==> src/rtl/fp_int_pkg.sv <==
// Shared types and defaults for the FP16 x INT bit-serial multiplier and its controller.
package fp_int_pkg;

    localparam int unsigned ACT_WIDTH_DEF = 16;
    localparam int unsigned PRECISION_DEF = 4;
    localparam int unsigned MAX_OUT_DEF   = 4;

    // FP16 field layout, shared with fp_int_mul
    localparam int unsigned FP16_SIGN_W = 1;
    localparam int unsigned FP16_EXP_W  = 5;
    localparam int unsigned FP16_MAN_W  = 10;

    typedef enum logic [1:0] {
        IDLE   = 2'd0,
        SERIAL = 2'd1,
        DRAIN  = 2'd2
    } state_t;

endpackage

==> src/rtl/fp_int_flag_fifo.sv <==
// 1-bit synchronous FIFO holding the dot-product "last" flag of each in-flight operand.
module fp_int_flag_fifo #(
    parameter int unsigned DEPTH = 4
) (
    input  logic clk,
    input  logic rst,
    input  logic push,
    input  logic pop,
    input  logic din,
    output logic dout,
    output logic empty,
    output logic full
);

    localparam int unsigned AW = (DEPTH > 1) ? $clog2(DEPTH) : 1;
    localparam int unsigned CW = $clog2(DEPTH + 1);

    logic [DEPTH-1:0] mem;
    logic [AW-1:0]    wr_ptr;
    logic [AW-1:0]    rd_ptr;
    logic [CW-1:0]    count;
    logic             do_push;
    logic             do_pop;

    function automatic logic [AW-1:0] bump(input logic [AW-1:0] p);
        return (p == AW'(DEPTH - 1)) ? '0 : p + 1'b1;
    endfunction

    assign do_push = push && !full;
    assign do_pop  = pop && !empty;
    assign dout    = mem[rd_ptr];
    assign empty   = (count == '0);
    assign full    = (count == CW'(DEPTH));

    always_ff @(posedge clk or negedge rst) begin
        if (!rst) begin
            mem    <= '0;
            wr_ptr <= '0;
            rd_ptr <= '0;
            count  <= '0;
        end else begin
            if (do_push) begin
                mem[wr_ptr] <= din;
                wr_ptr      <= bump(wr_ptr);
            end
            if (do_pop) begin
                rd_ptr <= bump(rd_ptr);
            end
            if (do_push && !do_pop) begin
                count <= count + 1'b1;
            end else if (!do_push && do_pop) begin
                count <= count - 1'b1;
            end
        end
    end

endmodule

==> src/rtl/fp_int_mul_ctrl.sv <==
// Sequencer feeding fp_int_mul one weight bit per cycle (MSB first) and tagging
// returning results with the dot-product last flag.
module fp_int_mul_ctrl
    import fp_int_pkg::*;
#(
    parameter int unsigned PRECISION = PRECISION_DEF,
    parameter int unsigned ACT_WIDTH = ACT_WIDTH_DEF,
    parameter int unsigned MAX_OUT   = MAX_OUT_DEF
) (
    input  logic                 clk,
    input  logic                 rst,
    input  logic                 in_valid,
    output logic                 in_ready,
    input  logic [ACT_WIDTH-1:0] in_act,
    input  logic [PRECISION-1:0] in_w,
    input  logic                 in_last,
    output logic                 mul_valid,
    output logic [ACT_WIDTH-1:0] mul_act,
    output logic                 mul_w,
    input  logic                 mul_start_acc,
    output logic                 acc_valid,
    output logic                 acc_last,
    output logic                 done,
    output logic                 busy,
    output logic                 err
);

    localparam int unsigned   CW      = $clog2(MAX_OUT + 1);
    localparam int unsigned   BW      = $clog2(PRECISION);
    localparam logic [CW-1:0] MAX_CNT = CW'(MAX_OUT);
    localparam logic [BW-1:0] TOP_BIT = BW'(PRECISION - 1);

    state_t               state;
    state_t               state_nxt;
    logic [BW-1:0]        bit_cnt;
    logic [ACT_WIDTH-1:0] act_reg;
    logic [PRECISION-1:0] w_reg;
    logic                 last_reg;
    logic [CW-1:0]        outstanding;
    logic                 accept;
    logic                 ret_ok;
    logic                 room;
    logic                 last_bit;
    logic                 fifo_dout;
    logic                 fifo_empty;
    logic                 fifo_full;

    // FIFO flags also guard against push-on-full / pop-on-empty
    assign last_bit = (bit_cnt == '0);
    assign room     = (outstanding < MAX_CNT) && !fifo_full;
    assign accept   = in_valid && in_ready;
    assign ret_ok   = mul_start_acc && (outstanding != '0) && !fifo_empty;
    assign mul_act  = act_reg;

    always_ff @(posedge clk or negedge rst) begin
        if (!rst) begin
            state <= IDLE;
        end else begin
            state <= state_nxt;
        end
    end

    always_comb begin
        state_nxt = state;
        unique case (state)
            IDLE:    if (accept) state_nxt = SERIAL;
            SERIAL:  if (last_bit && !accept) state_nxt = last_reg ? DRAIN : IDLE;
            DRAIN:   if (acc_valid && acc_last) state_nxt = IDLE;
            default: state_nxt = IDLE;
        endcase
    end

    always_comb begin
        in_ready  = 1'b0;
        mul_valid = 1'b0;
        mul_w     = 1'b0;
        unique case (state)
            IDLE: in_ready = room;
            SERIAL: begin
                mul_valid = 1'b1;
                mul_w     = w_reg[bit_cnt];
                in_ready  = last_bit && !last_reg && room;
            end
            default: ;
        endcase
        if (!rst) in_ready = 1'b0;
        busy = (state != IDLE) || (outstanding != '0);
    end

    always_ff @(posedge clk or negedge rst) begin
        if (!rst) begin
            act_reg     <= '0;
            w_reg       <= '0;
            last_reg    <= 1'b0;
            bit_cnt     <= '0;
            outstanding <= '0;
            acc_valid   <= 1'b0;
            acc_last    <= 1'b0;
            done        <= 1'b0;
            err         <= 1'b0;
        end else begin
            if (accept) begin
                act_reg  <= in_act;
                w_reg    <= in_w;
                last_reg <= in_last;
                bit_cnt  <= TOP_BIT;
            end else if (state == SERIAL && !last_bit) begin
                bit_cnt <= bit_cnt - 1'b1;
            end
            if (accept && !ret_ok) begin
                outstanding <= outstanding + 1'b1;
            end else if (!accept && ret_ok) begin
                outstanding <= outstanding - 1'b1;
            end
            acc_valid <= ret_ok;
            acc_last  <= ret_ok && fifo_dout;
            done      <= (state == DRAIN) && acc_valid && acc_last;
            if (mul_start_acc && !ret_ok) begin
                err <= 1'b1;
            end
        end
    end

    fp_int_flag_fifo #(
        .DEPTH (MAX_OUT)
    ) u_flag_fifo (
        .clk   (clk),
        .rst   (rst),
        .push  (accept),
        .pop   (ret_ok),
        .din   (in_last),
        .dout  (fifo_dout),
        .empty (fifo_empty),
        .full  (fifo_full)
    );

endmodule

==> config.mk <==
export PLATFORM = sky130hd
export DESIGN_NAME = fp_int_mul_ctrl
export DESIGN_NICKNAME = d
export VERILOG_FILES = /design/src/rtl/fp_int_pkg.sv /design/src/rtl/fp_int_flag_fifo.sv /design/src/rtl/fp_int_mul_ctrl.sv
export SDC_FILE = /design/constraint.sdc
export NUM_CORES = 1
export LEC_CHECK = 0
export CORE_MARGIN = 5
export CORE_UTILIZATION = 55
export CTS_BUF_LIST = sky130_fd_sc_hd__clkbuf_8
export DETAILED_ROUTE_END_ITERATION = 10
export HOLD_SLACK_MARGIN = 0.15
export PLACE_DENSITY = 0.95
export SLEW_MARGIN = 10
export SYNTH_ARGS = -nofsm -noshare
export SYNTH_HDL_FRONTEND = slang
export SYNTH_SLANG_ARGS = --single-unit
export TNS_END_PERCENT = 30
==> constraint.sdc <==
create_clock -name clk -period 5 [get_ports clk]
set_input_delay 0.75 -clock clk [delete_from_list [all_inputs] [get_ports clk]]
set_output_delay 0.75 -clock clk [all_outputs]
set_load 0.02 [all_outputs]
* Word-level counts from Yosys, hierarchy flattened
Cells that the tools add are included.
** Storage, ports and cells
- Output and inout port bits :: 24
- Bits in registers :: 43
- Word-level logic and storage cells :: 96
- Bits of input ports :: 25
** Operators by class
- Equal/unequal tests :: 8
- Multiplexer cells :: 24
- Reductions and logical operators :: 38
- Add/subtract/negate cells :: 7
- Magnitude comparators :: 5
** Operators with widths (count)
- 1-bit logical AND :: 20
- 2-bit two-way mux :: 8
- 3-bit two-way mux :: 4
- 2-bit by 3-bit < comparator with 1-bit output, second input constant :: 3
- 1-bit logical NOT :: 8
- 2-bit nonzero test :: 4
- 3-bit by 1-bit adder with 3-bit output, second input constant :: 2
- 2-bit equality test, second input constant :: 3
- 1-bit two-way mux :: 6
- 2-bit inequality test, second input constant :: 3
- 2-bit one-hot mux with 3 select lines :: 1
- 3-bit by 1-bit subtractor with 3-bit output, second input constant :: 2
- 2-bit by 1-bit adder with 2-bit output, second input constant :: 2
- 1-bit binary-select mux with 2-bit select :: 2
- 4-bit bitwise mux :: 1
- 2-bit logical NOT :: 2
- 3-bit equality test, second input constant :: 1
- 3-bit logical NOT :: 1
- 3-bit < comparator, second input constant :: 1
- 3-bit AND reduction :: 1
- 3-bit nonzero test :: 1
- 1-bit demux with 2-bit select :: 1
- 2-bit by 1-bit equality test with 1-bit output, second input constant :: 1
- 2-bit by 1-bit greater-or-equal comparator with 1-bit output, second input constant :: 1
- 3 further kinds :: 3

* Logic depth before layout (Yosys ltp)
Gate-level depths: netlist of run 1.
- Word-level depth :: 12
- Depth in mapped cells :: 13
- Gate-level depth less buffers :: 11

* Modules after synthesis
From an unflattened synthesis of run 1, not the netlist that was laid out.
** Unflattened totals
- Cells, all modules :: 149
- Area, all modules :: 2055.7 µm²
** By module, submodules not included
- fp_int_mul_ctrl :: seq. area each 800.8 µm², cells an instance 95, area each 1432.6 µm², instances 1
- fp_int_flag_fifo :: seq. area each 275.3 µm², cells an instance 54, area each 623.1 µm², instances 1

* Worst setup path before layout of run 1
Ideal clock, no wire load.
- Path type :: input to register
- Start :: in in_valid
- End :: reg outstanding[2]
- Setup time :: 79 ps
- Buffers on the path :: 2
- Arrival time :: 2402 ps
- Setup slack :: 2518 ps
- Data required time :: 4921 ps
- Stages :: 11
- Cells stage by stage :: nand4_2 > or2_1 > buf_6 > inv_6 > buf_12 > ha_1 > inv_1 > fa_1 > xor2_1 > nor2_1 > xor2_1
** Between the ends
- Cells in the longest elaborated chain, start to end :: 4
- Elaborated cells on any way between the ends :: 6
** Ends and longest elaborated chain
- start: declaration :: RTL line fp_int_mul_ctrl.sv:12 : input logic in_valid,
- 1-bit logical AND (*) :: RTL line fp_int_mul_ctrl.sv:51 : assign accept = in_valid && in_ready;
- via accept :: RTL line fp_int_mul_ctrl.sv:40 : logic accept;
- 1-bit logical NOT :: RTL line fp_int_mul_ctrl.sv:112 : end else if (!accept && ret_ok) begin
- 1-bit logical AND :: RTL line fp_int_mul_ctrl.sv:112
- 2-bit nonzero test (no source line)
- end signal: assignment :: RTL line fp_int_mul_ctrl.sv:111 : outstanding <= outstanding + 1'b1;
- end signal: assignment :: RTL line fp_int_mul_ctrl.sv:113 : outstanding <= outstanding - 1'b1;
- end: declaration :: RTL line fp_int_mul_ctrl.sv:39 : logic [CW-1:0] outstanding;
The timed path passes the listed nets; every way through them passes the cells marked *.
A chain may end at the register's enable or synchronous reset.

* Worst setup path in the final report of run 1
- Start :: in rst
- End :: reg outstanding[2]
** Between the ends
- Cells in the longest elaborated chain, start to end :: 5
- Elaborated cells on any way between the ends :: 7
** Ends and longest elaborated chain
- start: declaration :: RTL line fp_int_mul_ctrl.sv:11 : input logic rst,
- 1-bit two-way mux (*) :: RTL line fp_int_mul_ctrl.sv:86 : if (!rst) in_ready = 1'b0;
- 1-bit logical AND (*) :: RTL line fp_int_mul_ctrl.sv:51
- 1-bit logical NOT :: RTL line fp_int_mul_ctrl.sv:112
- 1-bit logical AND :: RTL line fp_int_mul_ctrl.sv:112
- 2-bit nonzero test (no source line)
Mark *: on every way between the ends. The rest lies on a longest branch, timed or not.

==> results of run 1 <==
==> path summary, 6_finish.rpt <==
check / startpoint / end / cells after the start
setup reg to reg: bit_cnt[0] / outstanding[1] / 9
hold reg to reg: err / err / 1
max in group asynchronous: rst / mul_act[13] / 2
min in group asynchronous: rst / err / 2
setup / recovery: rst / outstanding[2] / 11
hold / removal: err / err / 1
==> cell type report <==
class                      count  area, sq um  area share [%]
sequential                    43         1080            40.7
multi-input combinational     82          862            32.6
timing repair buffer          49          483            18.3
clock buffer                   6         82.6            3.13
tap                           48         60.1            2.27
inverter                      10         42.5            1.61
clock inverter                 2         35.0            1.33
==> cells in the mapped netlist (all sizes together) <==
| cell | instances |
|---|---|
| or3 | 1 |
| and2 | 1 |
| nand2b | 1 |
| ha | 8 |
| a32o | 1 |
| dfrtp | 43 |
| mux4 | 2 |
| nor4 | 1 |
| o311ai | 1 |
| inv | 10 |
| nor2 | 4 |
| mux2 | 29 |
| nand2 | 5 |
| or3b | 5 |
| nand4 | 1 |
| a21o | 3 |
| nor3 | 2 |
| nor2b | 4 |
| buf | 3 |
| xnor2 | 3 |
| o211ai | 1 |
| nand3 | 1 |
| fa | 2 |
| a21boi | 1 |
| or2 | 1 |
| xor2 | 4 |
==> power breakdown <==
part	total [mW]	switching, mW	leakage, nW	internal [mW]
combinational	0.809	0.348	0.613	0.461
sequential	0.648	0.130	0.517	0.518
clock	0.279	0.117	0.0612	0.162
total	1.74	0.595	1.19	1.14
==> cell families after synthesis <==
group	after synthesis
multiplexers	31
AND/OR/NAND/NOR	27
adder cells (fa/ha/maj)	10
flip-flops	43
buffers and inverters	13
AO/OA/AOI/OAI	7
XOR/XNOR	7
==> routing by layer <==
| metal | vias to the layer above | global-route usage, % | routed length [um] |
|---|---|---|---|
| met3 | 6 | 7.67 | 310 |
| met5 | - | 0 | 0 |
| met1 | 615 | 20.1 | 1640 |
| li1 | 577 | - | - |
| met4 | 0 | 5.22 | 54 |
| met2 | 43 | 27.5 | 1930 |
==> stage by stage <==
stage / setup slack (ps) / instance area, sq um / power, mW / util [%]
floorplan: 2520 / 2030 / 1.17 / -
global placement: 1740 / 2520 / 1.41 / 69.5
detailed placement: 1580 / 2520 / 1.46 / 69.5
CTS: 1860 / 2640 / 1.75 / 72.7
global route: 1650 / 2640 / 1.85 / 72.7
finish: 1890 / 2640 / 1.74 / 72.7
==> results.md, run 1 <==
Layout:
- Leaving out fill and tap cells, the most frequent cell in the layout is clkdlybuf4s50_1.
- The top cell types in the final layout, fill and taps aside, are clkdlybuf4s50_1, dfrtp_1, mux2_4, mux2_2, inv_1.
- The area growth from synthesis to layout is 30.0%.
- At the end of the flow, the number of nets in the layout was 226.
- The proportion of layout cells with a drive suffix above 1 is 24.5%.
- The count of filler cells inserted in the layout is 248.
- The flip-flop count of the largest register after layout is 16.
- The count of placed standard cells in the final layout, fillers left out is 240.
- 0 antenna diodes ended up in the layout.

Global routing:
- The maximum number of pins on one net before global-route repair is 46.
- The via count of the first global-routing pass came to 1379.
- The first-pass GRT wire length is 6600 um.
- Global routing used approximately 17% of the available tracks.
- The total congestion overflow after global routing is 0.
- The number of antenna violations at the first check in global routing is 0.

Clock tree:
- The maximum clock path buffer count is 2.
- Counting the buffers created by CTS gives 5.
- The number of buffers inserted by post-CTS setup repair is 0.
- The TritonCTS clock tree is done.
- The clock tree synthesis step divided the H-tree into 2 levels.
- The number of gates resized after CTS was 0.
- After clock tree synthesis, the flow added hold-fix buffers numbering 0.
- Counting every sink on the clock net gives 43.
- The clock tree root driver cell is clkbuf_8.
- The later pin in the worst-skew pair is clocked with a latency of 300 ps.
- Clock-pin slew was measured on the worst setup and hold paths at approximately 80 ps.

Timing:
- Setup repair after global routing left no endpoint under its margin.
- The number of max-slew violations in the final report is 0.
- The final critical path takes up ~62% of the cycle.
- The shortest clock period the worst path allows after layout is 3110 ps.
- For the pin with the worst max-slew slack, the measured transition is 1120 ps.
- Static timing analysis puts the maximum clock frequency at 0.322 GHz.
- After routing, the total negative slack on setup checks comes to 0 ps.
- In this run the tightest slew margin relative to its limit is 23.9%.
- The worst-case hold slack is approximately 470 ps.
- The worst clock skew is 4.03 ps.
- The number of failing hold endpoints at the final stage is 0.
- The final number of setup-violating endpoints is 0.

Critical path:
- The buffers plus inverters on the worst setup path is 4.
- The category of cells accounting for the largest share of critical-path delay is buffers and inverters.
- The largest incremental delay on the critical path is 460 ps.
- The top fanout value on the critical path is 45.
- The worst setup path is captured at a flop.
- The kind of start point of the critical path is a primary input.
- The worst setup path category is primary input to flop.
- The slowest stage of the critical path is the buf_4 cell.
- Across all register-to-register paths, the minimum setup slack is 2220 ps.
- By instance count, the cell type seen most on the critical path is xor2_1.
- The required arrival time at the worst endpoint is 5220 ps.
- The signal on the critical path passes through buf_2 > buf_4 > nand4_2 > or2_1 > inv_6 > ha_1 > inv_1 > fa_1 > xor2_1 > nor2_1 > xor2_1.
- The arrival time reported for the critical path endpoint is 3330 ps.

Power and ir drop:
- Power spread over the standard cell area amounts to 657 nW/um^2.
- The worst-case IR drop observed on VDD is just over 300 uV.
- In this run the static leakage power is 1.19 nW.

Run status:
- The flow ran to the end, and the final reports show no timing, DRC or antenna violations.

Synth:
- The synthesized netlist devotes under 10% of its cell area to XOR and XNOR gates.
- The area share of fa/ha/maj cells after synthesis is 6.90%.
- The synthesized netlist devotes 2.77% of its cell area to compound gates.
- The dominant combinational cell family by area after synthesis is multiplexers.
- The number of nets handed over by synthesis was 173.
- The synthesized design contains 43 register bits.
- During synthesis, Yosys emitted a total of 0 warnings.
- The synthesized netlist contains 30 unique library cells.
- Synthesis produced ~140 cells.
- Of the post-synthesis cell area, the part taken by muxes is 21.8%.
- Sorting the synthesized cells by area gives the leading types as dfrtp_1, mux2_4, mux2_2, ha_1, mux4_2.
- After synthesis, flip-flops and latches occupy a little over half of the total area.
- The fraction of the mapped netlist area in simple logic gates is under 10%.
- Dividing the synthesized area by the synthesized cell count gives 14.7 sq um.
- The fraction of post-synthesis cell area in the top cell type by area is 53.0%.
- The synthesized netlist occupies a cell area of 2030 sq um.
- The cell type with the highest aggregate area in the netlist is dfrtp_1.

Routing:
- Dividing the detail-routed via count by the number of cells gives 5.17.
- Across all layers, the routed design uses 1241 vias.
- After detailed routing, the average wire length per cell comes to about 16 um.
- The final wirelength is a little under 4000 um.
- The count of antenna-violating nets left after detailed routing is 0.
- The number of search-and-repair iterations in the first detailed-routing pass is 4.
- The first-iteration detailed-routing DRC count is 80.
- For this run, design rule violations remaining after detail routing come to 0.

Hold path:
- The path class of the tightest hold or removal check is flop to flop.

Die:
- The boundary pin count is 49.
- The width of the chip is 70.8 um.
- The number of placement rows is 22.
- The core region is 3630 sq um.
- In this run the vertical extent of the chip is 70.8 um.
- The initial utilization of the core area, before any placement, comes to 55.9%.
- The floorplan step defined a die boundary enclosing 5010 sq um.

Placement:
- Routability-driven placement finished with a final weighted congestion of 0.800.
- The number of buffer cells added on primary ports is 48.
- In this run, placement finished with an instance count of 232.
- The post-detailed-placement half-perimeter wirelength is 2770 um.

Job:
- The tool flagged a number of max-cap violations equal to 0.
No activity file was read; power rests on OpenSTA's default activity.
==> run 2: changes to the inputs <==
- CORE_UTILIZATION: 55 -> 46
- PLACE_DENSITY: 0.95 -> 0.86
- clock period: 5 -> 2.8 ns (I/O delays scaled with it)
==> run 2 against run 1 <==
- clock power grew 67%
- highest routed layer unchanged
- critical path type is now flop to flop
- register-to-register slack lost 1900 ps
- worst setup slack lost 1600 ps
- sequential power grew 77%
- critical path depth shrank 3
- combinational power grew 79%
- hold slack lost 240 ps
- largest power group unchanged
==> results.md, run 2 (synthesized netlist as in run 1, its figures left out) <==
Global routing:
- The maximum number of pins on one net before global-route repair was 44 (-4.3%).
- The met2 usage in global routing is 21.5% (-6.0 points).
- The total congestion overflow after global routing is 0 (unchanged).
- The via count of the first global-routing pass is 1340 (-2.8%).
- The global routing stage identified its most utilized layer as met2.
- The met3 layer usage reported by global route is 5.56% (-2.1 points).
- The first-pass GRT wire length is 6370 um (-3.6%).
- The met1 usage is 17.4% (-2.7 points).
- The number of antenna violations at the first check in global routing is 0 (unchanged).
- The global-route total usage across every layer was 13.7% (-3.2 points).

Clock tree:
- The number of buffers inserted by post-CTS setup repair was 0 (unchanged).
- The number of buffers inserted during clock tree synthesis is 5 (unchanged).
- The clock transition at the register clock pins on the worst setup and hold paths after CTS came to 80 ps (about the same).
- The maximum clock path buffer count came to 2 (unchanged).
- In this run the clock root is driven by a clkbuf_8.
- The number of clock sinks is 43 (unchanged).
- The insertion delay of the later-clocked pin in the worst-skew pair was 290 ps (about the same).
- The TritonCTS clock tree is done.
- The number of gates resized after cts was 0 (unchanged).
- The count of hold buffers inserted by post-cts repair was 0 (unchanged).
- The H-tree depth was 2 (unchanged).

Timing:
- The worst clock skew is 10.1 ps (+6.07 ps).
- The final total negative setup slack is 0 ps (unchanged).
- The worst path uses 88.3% of the clock period.
- The normalized max-slew margin is 57.6% (+34 points).
- The shortest clock period the worst path allows after layout is 2470 ps.
- The number of failing hold endpoints at the final stage was 0 (unchanged).
- The slew of the pin with the lowest slew margin was 625 ps (-498 ps).
- The final number of setup-violating endpoints is 0 (unchanged).
- The number of max-slew violations in the final report is 0 (unchanged).
- Setup repair after global routing left no endpoint under its margin.
- The highest clock frequency the design can meet is 0.404 GHz.

Layout:
- The most frequent standard cell in the layout excluding fill and tap cells is clkdlybuf4s50_1.
- The flip-flop count of the largest register after layout came to 16 (unchanged).
- The number of diodes added for antenna fixing is 0 (unchanged).
- Leaving out fill and tap cells, the most frequent cells in the layout are clkdlybuf4s50_1, dfrtp_1, mux2_4, mux2_2, inv_1.
- The count of placed standard cells in the final layout, fillers left out came to 246 (+2.5%).
- The layout net count came to 229 (+1.3%).
- The proportion of layout cells with a drive suffix above 1 is 25.3% (+0.78 points).
- The area growth from synthesis to layout is 30.8%.

Routing:
- The total number of vias is 1229 (-0.97%).
- The first-iteration detailed-routing DRC count was 53 (-34%).
- The number of vias per cell after detailed routing is 5.00 (-3.4%).
- The final wirelength is 3600 um (-8.5%).
- The routed wirelength normalized by instance count was 14.6 um (-11%).
- The number of search-and-repair iterations in the first detailed-routing pass came to 4 (unchanged).
- The remaining design rule violation count is 0 (unchanged).
- The count of antenna-violating nets left after detailed routing is 0 (unchanged).

Die:
- The vertical extent of the die is 76.5 um (+8.0%).
- The effective utilization at floorplan came to 47.0% (-8.9 points).
- The boundary pin count was 49 (unchanged).
- The width of the chip was 76.5 um (+8.0%).
- The area inside the core boundary is 4320 sq um (+19%).
- The number of placement rows is 24 (+9.1%).
- The die area came to 5850 sq um (+17%).

Critical path:
- The arrival time reported for the critical path endpoint is 2650 ps (-680 ps).
- The worst setup path is launched from a flop.
- The worst setup path category is flop to flop.
- The top fanout value on the critical path is 6 (-87%).
- The required arrival time at the worst endpoint is 2970 ps (-2250 ps).
- STA classifies the critical path endpoint as a flop.

Run status:
- The flow ran to the end, and the final reports show no timing, DRC or antenna violations.

Power and ir drop:
- The leakage power of the design is 1.19 nW (+0.35%).
- The maximum resistive drop on vdd is 701 uV (+130%).
- The power per cell area is 1150 nW/um^2 (+76%).

Placement:
- The number of buffer cells added on primary ports is 48 (unchanged).
- The post-detailed-placement half-perimeter wirelength is 2730 um (-1.7%).
- The placer's final routability congestion estimate was 0.742 (-7.2%).
- The count of placed standard cells including taps is 239 (+3.0%).

Job:
- The count of max-cap constraint violations is 0 (unchanged).

Hold path:
- The path class of the tightest hold or removal check is primary input to asynchronous set/reset pin.
run 2: cell types whose count changed in the layout (fill, tap and decap cells not counted):
cell / previous run / this run
buf_4: 1 / 4
clkbuf_8: 6 / 5
clkinv_2: 1 / 0
clkinvlp_4: 0 / 1
run 2: cell type report:
type                       instances  area [sq um]
clock inverter                     2          37.5
sequential                        43          1080
tap                               52          65.1
inverter                          10          42.5
timing repair buffer              52           505
clock buffer                       5          68.8
fill                             348          1670
multi-input combinational         82           862
run 2: routing by layer:
metal	vias to the layer above	routed length, um	part of all wire [%]
met2	39	1740	48
met3	2	258	7.2
met4	0	24	0.67
li1	586	-	-
met1	602	1580	44
met5	-	0	0
run 2: worst paths after layout:
kind,from,endpoint,slack (ps),cells past startpoint
max,u_flag_fifo.count[0],u_flag_fifo.count[1],330,8
min,rst,acc_valid,230,2
max reg2reg,u_flag_fifo.count[0],u_flag_fifo.count[1],330,8
min reg2reg,err,err,460,1
max in group asynchronous,rst,w_reg[3],2190,2
min in group clk,err,err,460,1
run 2: critical path, stage by stage, from the launching register on:
cell and delay (ps):
dfrtp_1 440, or3b_1 430, nand4_2 150, or2_1 300, inv_1 80, ha_1 210
inv_1 80, fa_1 410, mux2_2 260
run 2: power breakdown:
part           switching [mW]  internal, mW
combinational           0.609         0.843
sequential              0.223         0.925
clock                   0.205         0.261
run 2: metrics by stage:
| step | total power [mW] | area (sq um) | hold slack [ps] | utilization (%) | setup WS, ps |
|---|---|---|---|---|---|
| floorplan | 2.09 | 2030 | 124 | - | 397 |
| global placement | 2.57 | 2550 | 439 | 59.0 | 254 |
| detailed placement | 2.63 | 2550 | 449 | 59.0 | 176 |
| CTS | 3.11 | 2660 | 259 | 61.5 | 334 |
| global route | 3.30 | 2660 | 298 | 61.5 | 227 |
| finish | 3.07 | 2660 | 228 | 61.5 | 327 |
